## config.mk

```make
export PLATFORM = sky130hd
export DESIGN_NAME = ss_upsizer
export DESIGN_NICKNAME = d
export VERILOG_FILES = /design/src/rtl/ss_upsizer.sv
export SDC_FILE = /design/constraint.sdc
export NUM_CORES = 1
export LEC_CHECK = 0
export CORE_UTILIZATION = 35
export DETAILED_ROUTE_END_ITERATION = 12
export PLACE_DENSITY = 0.67
export SLEW_MARGIN = 0
export SYNTH_ARGS = -nofsm -noshare
export SYNTH_HDL_FRONTEND = slang
export SYNTH_SLANG_ARGS = --single-unit
```

## constraint.sdc

```tcl
create_clock -name clk -period 1.9 [get_ports clk]
set_input_delay 0.38 -clock clk [delete_from_list [all_inputs] [get_ports clk]]
set_output_delay 0.38 -clock clk [all_outputs]
set_load 0.05 [all_outputs]
```

## src/rtl/ss_upsizer.sv

```systemverilog
// ss_upsizer: width up-converter for ss streams.
// Packs RATIO consecutive IN_BYTES-wide input beats into one output beat of
// IN_BYTES*RATIO bytes. The first accepted beat of a word lands in the MSBs.
// Packet boundaries are preserved: a short final word is zero-padded and two
// packets never share an output word.
//
// Optional feature: define SS_UPSIZER_KEEP_CHECK_EN to add the sticky `err`
// output that flags illegal keep patterns. The data path is identical either way.
//
// Ports:
//   clk, rst           clock, asynchronous active-low reset
//   s_valid/s_ready    input handshake
//   s_data/s_keep      input beat, big-endian; keep only meaningful with s_last
//   s_last/s_user      end of packet, packet sideband
//   m_valid/m_ready    output handshake
//   m_data/m_keep      packed output word, big-endian
//   m_last/m_user      end of packet, packet sideband (taken from slot 0)
//   err                sticky keep-protocol error (SS_UPSIZER_KEEP_CHECK_EN only)
module ss_upsizer #(
  parameter int unsigned IN_BYTES  = 1,
  parameter int unsigned RATIO     = 4,
  parameter int unsigned USER_BITS = 1
) (
  input  logic                            clk,
  input  logic                            rst,
  input  logic                            s_valid,
  output logic                            s_ready,
  input  logic [IN_BYTES*8-1:0]           s_data,
  input  logic [IN_BYTES-1:0]             s_keep,
  input  logic                            s_last,
  input  logic [USER_BITS-1:0]            s_user,
  output logic                            m_valid,
  input  logic                            m_ready,
  output logic [IN_BYTES*RATIO*8-1:0]     m_data,
  output logic [IN_BYTES*RATIO-1:0]       m_keep,
  output logic                            m_last,
`ifdef SS_UPSIZER_KEEP_CHECK_EN
  output logic                            err,
`endif
  output logic [USER_BITS-1:0]            m_user
);

  localparam int unsigned IN_W      = IN_BYTES * 8;
  localparam int unsigned OUT_BYTES = IN_BYTES * RATIO;
  localparam int unsigned OUT_W     = OUT_BYTES * 8;
  localparam int unsigned CNT_W     = $clog2(RATIO);
  localparam logic [CNT_W-1:0] CNT_LAST = CNT_W'(RATIO - 1);

  // Accumulator: slots written so far in the current word.
  logic [CNT_W-1:0]     r_cnt;
  logic [OUT_W-1:0]     r_acc_data;
  logic [OUT_BYTES-1:0] r_acc_keep;
  logic [USER_BITS-1:0] r_acc_user;

  // Output register stage.
  logic                 r_m_valid;
  logic [OUT_W-1:0]     r_m_data;
  logic [OUT_BYTES-1:0] r_m_keep;
  logic                 r_m_last;
  logic [USER_BITS-1:0] r_m_user;

  logic                 w_accept;
  logic                 w_complete;
  logic [IN_BYTES-1:0]  w_slot_keep;
  logic [OUT_W-1:0]     w_word_data;
  logic [OUT_BYTES-1:0] w_word_keep;
  logic [USER_BITS-1:0] w_word_user;

  // Input is accepted whenever the output register is empty or draining;
  // held low during reset so nothing is taken while the block is cleared.
  assign s_ready    = rst && (!r_m_valid || m_ready);
  assign w_accept   = s_valid && s_ready;
  assign w_complete = (r_cnt == CNT_LAST) || s_last;

  // Keep is only meaningful on the last beat; mid-packet slots are full.
  assign w_slot_keep = s_last ? s_keep : {IN_BYTES{1'b1}};

  // Accumulator with the current beat merged into slot r_cnt (slot 0 = MSBs).
  // Slots beyond r_cnt are still zero because the accumulator is cleared
  // after every completed word, which gives the zero padding for free.
  always_comb begin
    w_word_data = r_acc_data;
    w_word_keep = r_acc_keep;
    for (int unsigned i = 0; i < RATIO; i++) begin
      if (r_cnt == CNT_W'(i)) begin
        w_word_data[(RATIO-i)*IN_W-1 -: IN_W]         = s_data;
        w_word_keep[(RATIO-i)*IN_BYTES-1 -: IN_BYTES] = w_slot_keep;
      end
    end
  end

  // User is taken from the first beat of the word.
  assign w_word_user = (r_cnt == '0) ? s_user : r_acc_user;

  // Slot counter and accumulator.
  always_ff @(posedge clk or negedge rst) begin
    if (!rst) begin
      r_cnt      <= '0;
      r_acc_data <= '0;
      r_acc_keep <= '0;
      r_acc_user <= '0;
    end else if (w_accept) begin
      if (w_complete) begin
        r_cnt      <= '0;
        r_acc_data <= '0;
        r_acc_keep <= '0;
        r_acc_user <= '0;
      end else begin
        r_cnt      <= r_cnt + CNT_W'(1);
        r_acc_data <= w_word_data;
        r_acc_keep <= w_word_keep;
        r_acc_user <= w_word_user;
      end
    end
  end

  // Output register: a completing beat loads it (even while draining, so
  // back-to-back words leave no bubble); otherwise a drain empties it.
  always_ff @(posedge clk or negedge rst) begin
    if (!rst) begin
      r_m_valid <= 1'b0;
      r_m_data  <= '0;
      r_m_keep  <= '0;
      r_m_last  <= 1'b0;
      r_m_user  <= '0;
    end else if (w_accept && w_complete) begin
      r_m_valid <= 1'b1;
      r_m_data  <= w_word_data;
      r_m_keep  <= w_word_keep;
      r_m_last  <= s_last;
      r_m_user  <= w_word_user;
    end else if (m_ready) begin
      r_m_valid <= 1'b0;
    end
  end

  assign m_valid = r_m_valid;
  assign m_data  = r_m_data;
  assign m_keep  = r_m_keep;
  assign m_last  = r_m_last;
  assign m_user  = r_m_user;

`ifdef SS_UPSIZER_KEEP_CHECK_EN
  logic [IN_BYTES-1:0] w_keep_inv;
  logic                w_keep_bad;
  logic                r_err;

  // Last-beat keep must be non-zero and a run of ones from the MSB, i.e. its
  // inverse must be a run of ones from the LSB (inv & (inv+1) == 0).
  assign w_keep_inv = ~s_keep;
  assign w_keep_bad = s_last ?
                      ((s_keep == '0) ||
                       ((w_keep_inv & (w_keep_inv + IN_BYTES'(1))) != '0)) :
                      (s_keep != {IN_BYTES{1'b1}});

  // Sticky error flag, cleared only by reset.
  always_ff @(posedge clk or negedge rst) begin
    if (!rst) begin
      r_err <= 1'b0;
    end else if (w_accept && w_keep_bad) begin
      r_err <= 1'b1;
    end
  end

  assign err = r_err;
`endif

endmodule

```

# Yosys cells after proc, flatten, opt, wreduce, memory -nomap -nowiden
# Index checks and enable logic that the tools add are counted.
word_totals:
  mem_count: 0
  elab_cells: 37
  rom_bits: 0
  out_inout_bits: 40
  regBits: 78
  latchBits: 0
  ramBits: 0
op_classes:
  n_mux: 16
  addsub: 1
  reduce_logical: 8
  magnitude_cmp: 0
  bitwise: 0
  div: 0
  n_shift: 0
  multipliers: 0
  n_eq_ne: 3
op_table:
  columns: ["operator", "n"]
  rows:
  - ["$mux W32", 1]
  - ["$mux W8", 4]
  - ["$mux W1", 9]
  - ["$eq A2 B2 Y1 const B", 2]
  - ["$mux W4", 1]
  - ["$logic_and A1 B1 Y1", 3]
  - ["$add A2 B1 Y2 const B", 1]
  - ["$eq A2 B1 Y1 const B", 1]
  - ["$logic_not A2 Y1", 1]
  - ["$logic_or A1 B1 Y1", 2]
  - ["$mux W2", 1]
  - ["$reduce_bool A2 Y1", 1]
  - ["$logic_not A1 Y1", 1]

# Longest topological paths before layout
# Gate-level depths: netlist of the first run.
depth:
  word_depth: 6
  mapped_depth: 6
  ltp_nobuf: 5

# Least setup slack after synthesis of the first run
# Ideal clock, no wire load.
synth_timing:
  path_type: "reg2out"
  from: "register r_m_valid (netlist: m_valid)"
  to: "output port s_ready"
  n_path_buf: 2
  path_stages_with_launch: 5
  setup_slack_ns: -0.036
  arrival_time_ns: 1.556
  path_cell_list: "dfrtp_1 > nand2b_1 > buf_4 > buf_2 > and2_1"
synth_between:
  elab_chain_len: 3
synth_lines:
  columns: ["item", "line_no", "text"]
  rows:
  - ["start, declared", "56", "logic r_m_valid;"]
  - ["start signal, assigned", "121", "r_m_valid <= 1'b0;"]
  - ["start signal, assigned", "127", "r_m_valid <= 1'b1;"]
  - ["start signal, assigned", "133", "r_m_valid <= 1'b0;"]
  - ["$logic_not A1 Y1", "71", "assign s_ready = rst && (!r_m_valid || m_ready);"]
  - ["$logic_or A1 B1 Y1", "71", null]
  - ["$logic_and A1 B1 Y1", "71", null]
  - ["end, declared", "27", "output logic s_ready,"]
# No other way between the ends.

# Worst setup path in the final report of the first run
layout_timing:
  from: "input port m_ready"
  to: "output port s_ready"
layout_between:
  elab_chain_len: 2
layout_lines:
  columns: ["item", "line_no", "text"]
  rows:
  - ["start, declared", "33", "input logic m_ready,"]
  - ["$logic_or A1 B1 Y1", "71", null]
  - ["$logic_and A1 B1 Y1", "71", null]
# No other way between the ends.

==> results.yml, run 1 <==
worst_setup_path:
  r2r_cells: 5
  end_kind: "output port"
  reg2reg_slack_ps: 130
  critPathLaunch: "m_ready"
  critPathKind: "in2out"
  path_max_fanout: 8
  cp_data_arrival_time_ps: 1430
  startpoint_type: "primary input"
  r2r-end: "r_acc_data[8]"
  required_ps: 1520
  worstReg2RegStart: "r_cnt[0]"
clock_network:
  cts-resized-gates: 0
  insertion_delay_ps: 340
  clock_sinks: 78
  root_buffer: "clkbuf_8"
  cts_made_buffers: 9
  clock_path_buffers: 2
  htree_levels: 3
  clk_pin_slew_worst_paths_ps: 80
  cts_tree: "yes"
synth:
  synth_cell_types: 28
  ys_ff_latch: 78
  yosys_warnings: 0
  synthMuxAreaShare: 0.1023
  synth_top_area_frac: 0.5638
  synth_simple_gate_area_share: 0.05782
  netlist_instances: 289
  synth_top_family_by_area: "compound AO/OA/AOI/OAI gates"
  synth_compound_area_frac: 0.2132
  synth_fa_ha_area_frac: 0.01446
  syn_nets: 308
  synth_area_mm2: 0.003462
  yosysTopAreaCell: "dfrtp_1"
  synth-xor-area-share: 0
  synth_area_leaders: "dfrtp_1 56%, mux2i_1 9.3%, a31oi_1 6.7%"
  yosysSeqAreaShare: 0.5638
  syn_area_per_cell_um2: 11.98
power:
  p_total_mw: 5.677
  peakVddDrop_v: 0.0005369
  powerDensity_mw_per_mm2: 1320
  clkPwrFrac: 0.205
  p_seq_frac: 0.397
  pwr-share-comb: 0.399
  p_int_mw: 3.377
  switchingPower_mw: 2.300
  swShare: 0.4051
  p_leak_nw: 1.922
timing:
  rsz0062_at_grt: "no"
  fin_tns_setup_ps: 0
  fmax_ghz: 0.5523
  worst_hold_slack_ps: 391.3
  report.final.slew_viol_count: 0
  fin_ws_ps: 89.52
  finalSetupViolations: 0
  hold_viol: 0
  post-route-period-util: 0.9529
  skew_ps: 8.346
  fin_crit_ps: 1810
  slew_headroom: 0.3959
  tightest_slew_ps: 906.2
global_route:
  track_usage: 0.1778
  grt_pass1_wl_um: 13750
  grt_max_degree: 75
  antenna_found_initial: 0
  grt_pass1_vias: 2561
  overflow: 0
floorplan:
  io-pin-count: 55
  coreArea_mm2: 0.009415
  dieWidth_um: 101.5
  start_util: 0.3677
  num_rows: 35
  die_area_mm2: 0.01029
  dieHeight_um: 101.5
final_layout:
  final_area_mm2: 0.004299
  fin_nets: 370
  fin_util: 0.4566
  area_delta_synth_final_pct: 24.18
  stdcell_count: 483
  drive_gt1_frac: 0.2458
  layout_commonest_cell: "dfrtp_1"
  antenna_cells: 0
  layout_common_cells: "78 x dfrtp_1, 62 x buf_4, 37 x a31oi_1, 35 x a21oi_1, 32 x mux2i_1"
  nFillCells: 853
drt:
  final_antenna_net_count: 0
  wl_per_cell_um: 17.18
  drcViolationCount: 0
  drt-pass1-iter-count: 4
  vias_per_cell: 5.371
  drt_iter0_markers: 188
  drt-total-wl_um: 8300
  vias: 2594
run_status:
  status: "completed"
place:
  io_buffer_count: 54
  dp.cells: 468
  dp_slack_ps: -0.3496
  gp_congestion: 0.7705
  dpl_cell_area_mm2: 0.004113
  dpl.hpwl_um: 5486
job:
  max_cap_viol_count: 0
hold_path:
  hp-class: "in2async"
## synthesized netlist by cell type
library cell / number
a31oi_1: 37
nand3_1: 2
nor2_2: 1
o2bb2ai_1: 1
buf_6: 1
nor3_2: 1
dfrtp_1: 78
ha_1: 4
nand4_1: 2
and2_1: 2
nor2_1: 9
o211ai_4: 3
o221a_2: 1
buf_2: 20
mux2_1: 2
or2_1: 1
mux2i_1: 32
and4_1: 3
a22o_1: 25
inv_1: 3
buf_4: 6
nor2b_1: 10
nand2b_1: 2
mux2_2: 1
nand2_1: 2
o21ai_0: 4
a41oi_1: 1
a21oi_1: 35
## per-layer routing
metal | vias to the layer above | routed length (µm) | GRT usage
met3 | 9 | 446 | 0.03175
met4 | 0 | 104 | 0.07581
li1 | 1202 | - | -
met2 | 84 | 3824 | 0.2690
met5 | - | 0 | 0
met1 | 1299 | 3925 | 0.2514
## cells by family after synthesis
group	after synthesis
fa+ha+maj	4
compound gates	107
mux	35
flops	78
buf+inv	30
simple gates	35
## critical path, stage by stage
cell,delay (ps)
clkdlybuf4s50_1,410
nand2b_2,250
and2_2,240
buf_12,150
## power groups by stage
stage / Clock, mW / Combinational (mW) / Sequential [mW]
after floorplan: 0 / 0.728 / 3.09
after global placement: 0 / 2.26 / 2.27
after detailed placement: 0 / 2.28 / 2.27
after CTS: 1.19 / 2.29 / 2.25
after global routing: 1.26 / 2.42 / 2.29
final: 1.16 / 2.26 / 2.25
## layout make-up
cell class / count / area (µm²) / share of cell area
sequential: 78 / 1952 / 0.4540
multi-input combinational: 181 / 1353 / 0.3146
timing repair buffer: 78 / 645.6 / 0.1502
tap: 129 / 161.4 / 0.03754
clock buffer: 9 / 123.9 / 0.02881
clock inverter: 5 / 52.55 / 0.01222
inverter: 3 / 11.26 / 0.002619
## sequential cells by signal, indices dropped and copies added (netlist names)
signal,count
m_data,32
r_acc_data,32
m_keep,4
r_acc_keep,4
r_cnt,2
m_last,1
m_user,1
m_valid,1
r_acc_user,1
## worst max path at each step
stage	endpoint	slack, ps	cells past startpoint
final	s_ready	90	4
after CTS	s_ready	80	4
after floorplan	s_ready	90	4
after detailed placement	r_acc_data[31]	-0.3	5
after global routing	r_acc_data[28]	10	6
after global placement	r_acc_data[12]	20	6
## timing repair
action	in CTS	in global routing
hold buffers	1	0
setup buffers	0	0
hold endpoints to repair	4	0
No activity file was read; power rests on OpenSTA's default activity.
==> inputs of run 2 (changes only) <==
Settings changed: CELL_PAD_IN_SITES_DETAIL_PLACEMENT set to 0, CELL_PAD_IN_SITES_GLOBAL_PLACEMENT set to 1, PLACE_DENSITY 0.67 to 0.78.
==> results.yml, run 2 (synthesis results as in run 1) <==
run_status:
  status: "completed"
timing:
  fin_ws_ps: 79.73
  finalSetupViolations: 0
  slew_headroom: 0.3572
  report.final.slew_viol_count: 0
  post-route-period-util: 0.9580
  skew_ps: 4.998
  fin_tns_setup_ps: 0
  fmax_ghz: 0.5494
  tightest_slew_ps: 964.2
  rsz0062_at_grt: "no"
  hold_viol: 0
  fin_crit_ps: 1820
drt:
  drt-total-wl_um: 8380
  final_antenna_net_count: 0
  vias_per_cell: 5.252
  vias: 2542
  drt-pass1-iter-count: 5
  wl_per_cell_um: 17.31
  drcViolationCount: 0
  drt_iter0_markers: 185
  highest_layer: "met4"
  met2WireLength_um: 4000
  dr_wl_met3_um: 435
  wl_met1_um: 3891
clock_network:
  cts_made_buffers: 9
  root_buffer: "clkbuf_8"
  cts-resized-gates: 0
  post_cts_buffers: 0
  clock_path_buffers: 2
  cts_tree: "yes"
  holdBufCountCts: 0
  clock_sinks: 78
  htree_levels: 3
  clk_pin_slew_worst_paths_ps: 80
  insertion_delay_ps: 350
worst_setup_path:
  critical_path.top_delay_family: "buffers and inverters"
  critPathLaunch: "m_ready"
  end_kind: "output port"
  reg2reg_slack_ps: 200
  cp_data_arrival_time_ps: 1440
  path_max_fanout: 8
  cp_slowest_cell: "clkdlybuf4s50_1"
  critPathMaxStageDelay_ps: 410
  critical_path_buf_inv_count: 2
  required_ps: 1520
  critPathKind: "in2out"
  startpoint_type: "primary input"
  worstReg2RegStart: "r_cnt[0]"
  cp_cell_sequence: "clkdlybuf4s50_1 -> nand2b_2 -> and2_2 -> buf_12"
global_route:
  grt_max_degree: 79
  grt_pass1_wl_um: 13470
  antenna_found_initial: 0
  track_usage: 0.1754
  grt_pass1_vias: 2501
  overflow: 0
place:
  gp_congestion: 0.7302
  dp_slack_ps: 0.8857
  dpl.hpwl_um: 5479
  dpl_cell_area_mm2: 0.004113
  io_buffer_count: 54
  dp.cells: 468
final_layout:
  area_delta_synth_final_pct: 23.60
  final_area_mm2: 0.004279
  layout_commonest_cell: "dfrtp_1"
  fin_nets: 369
  layout_common_cells: "78 x dfrtp_1, 62 x buf_4, 37 x a31oi_1, 35 x a21oi_1, 32 x mux2i_1"
  stdcell_count: 484
  drive_gt1_frac: 0.2479
  antenna_cells: 0
  multiInputGateArea_mm2: 0.001353
  register_area_mm2: 0.001952
  nFillCells: 886
floorplan:
  coreArea_mm2: 0.009415
  start_util: 0.3677
  dieHeight_um: 101.5
  die_area_mm2: 0.01029
  dieWidth_um: 101.5
  num_rows: 35
  io-pin-count: 55
power:
  peakVddDrop_v: 0.0005640
  powerDensity_mw_per_mm2: 1304
  p_leak_nw: 1.909
hold_path:
  hp-class: "in2async"
job:
  max_cap_viol_count: 0
==> run 2: changes by cell type in the layout (fill, tap and decap cells not counted) <==
| cell | delta |
|---|---|
| dlygate4sd3_1 | -1 |
| clkinv_4 | +1 |
| clkinvlp_4 | +1 |
| bufinv_16 | -1 |
| clkbuf_1 | +1 |
==> run 2: layout make-up <==
cell class                 instances  share of cell area
multi-input combinational        181              0.3161
clock inverter                     6            0.009064
timing repair buffer              77              0.1485
tap                              129             0.03772
inverter                           3            0.002632
sequential                        78              0.4561
clock buffer                      10             0.02982
==> run 2: stage by stage <==
| stage | utilization | power, mW | hold WS, ps |
|---|---|---|---|
| after floorplan | - | 3.822 | 84.41 |
| after global routing | 0.4545 | 5.880 | 383.6 |
| after CTS | 0.4545 | 5.646 | 335.1 |
| final | 0.4545 | 5.581 | 307.0 |
| after global placement | 0.4368 | 4.522 | 472.2 |
| after detailed placement | 0.4368 | 4.548 | 481.0 |
==> run 2: power by group <==
group          leakage, nW  total (mW)  switching [mW]  internal (mW)
clock               0.0820        1.08           0.608          0.469
combinational        0.843        2.26            1.49          0.770
sequential           0.984        2.24           0.220           2.02
==> run 2: path summary, 6_finish.rpt <==
kind | end | cells past startpoint
setup reg to reg | r_acc_data[24] | 5
min in group clk | m_valid | 3
hold / removal | m_data[25] | 2
setup / recovery | s_ready | 4
hold reg to reg | m_keep[2] | 1
max in group asynchronous | m_data[1] | 2
==> run 2: routing by layer <==
metal  vias up  global-route usage
met4         0             0.04682
met2        70              0.2643
li1       1206                   -
met5         -                   0
met3         4             0.05383
met1      1262              0.2451
==> inputs of run 3 (changes only) <==
Settings changed: CELL_PAD_IN_SITES_DETAIL_PLACEMENT 0 to unset, CELL_PAD_IN_SITES_GLOBAL_PLACEMENT 1 to unset, CORE_UTILIZATION 35 to 25, MAX_ROUTING_LAYER set to met4, PLACE_DENSITY 0.78 to 0.54.
==> results.yml, run 3 (synthesis results as in run 1) <==
drt:
  drt_iter0_markers: 143
  vias_per_cell: 4.910
  vias: 2617
  wl_per_cell_um: 17.17
  drt-pass1-iter-count: 4
  drcViolationCount: 0
  final_antenna_net_count: 0
  drt-total-wl_um: 9150
global_route:
  track_usage: 0.1383
  overflow: 0
  grt_pass1_vias: 2636
  grt_pass1_wl_um: 14680
  grt_max_degree: 76
  antenna_found_initial: 0
run_status:
  status: "completed"
floorplan:
  dieHeight_um: 119.7
  start_util: 0.2584
  io-pin-count: 55
  dieWidth_um: 119.7
  num_rows: 42
  coreArea_mm2: 0.01340
  die_area_mm2: 0.01432
place:
  io_buffer_count: 54
  gp_congestion: 0.7364
  dp_slack_ps: -70.82
  dpl.hpwl_um: 6090
timing:
  hold_viol: 0
  tightest_slew_ps: 958.0
  fin_ws_ps: 87.28
  fin_tns_setup_ps: 0
  rsz0062_at_grt: "no"
  slew_headroom: 0.3613
  skew_ps: 7.394
  fin_crit_ps: 1813
  report.final.slew_viol_count: 0
  post-route-period-util: 0.9541
  fmax_ghz: 0.5517
  finalSetupViolations: 0
worst_setup_path:
  required_ps: 1520
  startpoint_type: "primary input"
  path_max_fanout: 7
  cp_data_arrival_time_ps: 1430
  end_kind: "output port"
  reg2reg_slack_ps: 210
  critPathKind: "in2out"
job:
  max_cap_viol_count: 0
clock_network:
  cts_made_buffers: 9
  cts_tree: "yes"
  clock_path_buffers: 2
  insertion_delay_ps: 330
  clk_pin_slew_worst_paths_ps: 50
  root_buffer: "clkbuf_16"
  htree_levels: 3
  clock_sinks: 78
final_layout:
  drive_gt1_frac: 0.2493
  fin_nets: 372
  antenna_cells: 0
  area_delta_synth_final_pct: 31.12
  layout_commonest_cell: "dfrtp_1"
  layout_common_cells: "78 x dfrtp_1, 64 x buf_4, 37 x a31oi_1, 35 x a21oi_1, 32 x mux2i_1"
power:
  peakVddDrop_v: 0.0005361
  p_leak_nw: 2.011
  powerDensity_mw_per_mm2: 1435
hold_path:
  hp-class: "in2async"
==> run 3: cell count changes in the layout (fill, tap and decap cells not counted) <==
| cell | before | now |
|---|---|---|
| clkbuf_8 | 9 | 1 |
| bufinv_16 | 0 | 3 |
| clkinv_2 | 3 | 1 |
| nand2b_2 | 1 | 0 |
| clkinv_4 | 1 | 0 |
| clkbuf_16 | 0 | 9 |
| dlygate4sd3_1 | 0 | 1 |
| buf_4 | 62 | 64 |
| clkinvlp_4 | 2 | 0 |
| nand2b_4 | 0 | 1 |
==> run 3: final timing paths <==
path,start,endpoint,cells after the start
setup / recovery,rst,s_ready,4
hold / removal,rst,r_acc_keep[1],2
setup reg to reg,r_cnt[0],r_acc_data[27],5
hold reg to reg,r_acc_keep[0],r_acc_keep[0],2
max in group asynchronous,rst,m_keep[2],3
min in group clk,r_acc_keep[0],r_acc_keep[0],2
==> run 3: what timing repair did <==
action | 4_1_cts | 5_1_grt
gates resized for setup | 0 | 1
endpoints found under the setup margin | 0 | 1
endpoints found under the hold margin | 3 | 0
hold buffers | 1 | 0
buffers inserted | 0 | 0
==> run 3: area by class of cell <==
cell class | instances | area [µm²]
clock buffers | 11 | 242.7
fillers | 1336 | 8861
well taps | 176 | 220.2
flip-flops and latches | 78 | 1952
inverters | 3 | 11.26
multi-input cells | 181 | 1358
repair buffers | 80 | 660.6
clock inverters | 4 | 95.09
==> run 3: power by group <==
part	switching, mW	total, mW	leakage (nW)	internal (mW)
registers	0.225	2.25	0.984	2.02
clock network	0.652	1.96	0.166	1.31
logic	1.52	2.30	0.862	0.785
==> run 3: per-stage QoR <==
stage                     hold WS (ps)  instance area (µm²)  power [mW]  utilization  cells
after floorplan                  84.41                 3463       3.822            -    289
after global placement           203.2                 4187       4.569       0.3124    517
after detailed placement         205.6                 4187       4.590       0.3124    517
after CTS                        403.7                 4534       6.570       0.3384    533
after global routing             408.1                 4539       6.802       0.3387    533
final                            412.0                 4539       6.516       0.3387    533
==> run 3: worst max-delay path, stage by stage <==
cell	delay, ps
dlygate4sd3_1	530
buf_4	180
and2_2	190
buf_12	150
==> run 3: per-layer routing <==
layer | global-route usage | vias to the layer above | part of all wire
met1 | 0.1913 | 1301 | 0.48
li1 | - | 1212 | -
met3 | 0.03327 | 7 | 0.059
met2 | 0.2001 | 97 | 0.45
met4 | 0.04063 | 0 | 0.0080
met5 | - | - | 0
==> variant (flow settings as in run 2) <==
Change the parameter `RATIO` from 4 to 2.
--- a/src/rtl/ss_upsizer.sv
+++ b/src/rtl/ss_upsizer.sv
@@ -20,3 +20,3 @@
   parameter int unsigned IN_BYTES  = 1,
-  parameter int unsigned RATIO     = 4,
+  parameter int unsigned RATIO     = 2,
   parameter int unsigned USER_BITS = 1
Ports: changed (resized m_data and m_keep); port bits go from 55 to 37. The function was not compared with the original's and may differ.
==> variant against run 2 <==
- area after synthesis shrank 49%
- die area shrank 48%
- utilization grew 3.7 points
- routed wire length shrank 56%
- sequential cell count shrank 38
- worst setup slack lost 21 ps
- highest routed layer unchanged
- final area shrank 45%
- via count shrank 50%
- power shrank 48%
==> variant: results (changes against run 2) <==
| Metric | Value |
|---|---|
| First-pass GRT wire length | 6182 um (-54%) |
| Clk_lat worst skew | 290 ps (-60 ps) |
| Pin count of the biggest net entering global routing | 27 (-66%) |
| Sequential share of the synthesized area | 56.38% (about the same) |
| Slowest-stage cell, CP | clkdlybuf4s50_1 |
| Reg clk slew, reported paths | 80 ps (about the same) |
| Uppermost layer routed | met4 |
| Syn Nets | 160 (-48%) |
| Outcome | finished clean |
| Initial antenna violation count | 0 (unchanged) |
| CP delay by family, top | buffers and inverters |
| CP max stage delay | 810 ps (+400 ps) |
| Final Hold Fails | 0 (unchanged) |
| Most frequent cells after synthesis | dfrtp_1, mux2_2, nor2b_1 |
| LEAKAGE | 1.124 nW (-41%) |
| Met3 WL | 190 um (-56%) |
| Initial drt markers | 87 (-53%) |
| Compound-cell area share of the yosys netlist | 5.285% (-16 points) |
| Layout cells sized above 1 | 25.40% (+0.61 points) |
| Pre-CTS setup slack | 39.11 ps (+38.22 ps) |
| Top post-synthesis cells by area | dfrtp_1, mux2_2, mux2_1, nor2b_1, nand4_1 |
| Drt wl/cell | 14.50 um (-16%) |
| Hold Path Class | primary input to asynchronous set/reset pin |
| Fill count | 427 (-52%) |
| GRT Overall Usage | 15.45% (-2.1 points) |
| Root buf cell | clkbuf_8 |
| Max H-tree Level | 2 (-1) |
| Worst ir drop on vdd | 662.3 uV (+17%) |
| Crit path DAT | 1460 ps (+20 ps) |
| Synth Area in XOR/XNOR | 0% (unchanged) |
| Yosys warns | 0 (unchanged) |
| Nets | 203 (-45%) |
| Netlist cell types | 22 (-21%) |
| GP Congestion | 0.6957 (-4.7%) |
| Number of antenna repair diodes | 0 (unchanged) |
| Adder-Cell Fraction of Synth Area | 0% (-1.4 points) |
| CTS buffer count | 5 (-4) |
| Clk_skew | 9.219 ps (+4.221 ps) |
| Crit path max fanout | 2 (-6) |
| PortBufs | 36 (-33%) |
| DP Wirelength | 2499 um (-54%) |
| Metal2 WL | 1667 um (-58%) |
| Longest Clk Path Bufs | 2 (unchanged) |
| Async SR Flop Fraction | 100.0% (unchanged) |
| Met1 WL | 1800 um (-54%) |
| Post-synthesis mux area share | 21.56% (+11 points) |
| Dpl cell area | 2268 sq um (-45%) |
| Vias | 1279 (-50%) |
| Slew Limit Headroom | 66.03% (+30 points) |
| Initial DRT Pass Iterations | 4 (-1) |
-- variant: power by group --
group / leakage [nW] / internal (mW) / switching (mW) / total, mW
registers: 0.523 / 1.02 / 0.0918 / 1.11
logic: 0.550 / 0.470 / 0.762 / 1.23
clock network: 0.0510 / 0.290 / 0.285 / 0.575
total: 1.12 / 1.78 / 1.14 / 2.92
-- variant: path summary, 6_finish.rpt --
| check | slack [ps] | to | cells past startpoint | from |
|---|---|---|---|---|
| min reg2reg | 490 | m_user | 1 | m_user |
| max reg2reg | 380 | m_data[11] | 5 | r_cnt |
| min | 60 | m_valid | 2 | rst |
| min in group clk | 490 | m_user | 1 | m_user |
| max | 60 | m_data[11] | 1 | m_data[11] |
| max in group asynchronous | 1520 | m_data[15] | 2 | rst |
-- variant: logic make-up (layout without fill, tap and decap cells) --
kind of cell    count (synthesis)  in the layout
simple gates                   43             43
mux                            34             34
buf+inv                        12             56
flops                          40             40
compound gates                 16             16
-- variant: area by class of cell --
type	count	share of cell area, %
timing repair buffer	48	19.97
sequential	40	42.26
clock buffer	6	3.487
multi-input combinational	93	30.32
tap	67	3.539
clock inverter	2	0.4226
-- variant: metrics by stage --
stage          instances  hold WS [ps]  utilization [%]  power [mW]
6_report             256         57.80            49.17       2.918
5_1_grt              256         77.86            49.17       3.068
4_1_cts              256         57.95            49.01       2.961
3_5_place_dp         248         382.9            47.09       2.367
3_3_place_gp         248         368.6            47.09       2.343
2_1_floorplan        145         84.41                -       1.923
-- variant: metal layers --
metal | global-route usage, % | vias up
met3 | 4.972 | 7
met1 | 20.82 | 631
met5 | 0 | -
met2 | 22.74 | 44
met4 | 6.754 | 0
li1 | - | 597
-- variant: repair_timing --
item	CTS	global route
setup buffers	0	0
endpoints found under the setup margin	0	3
gates resized for setup	0	3
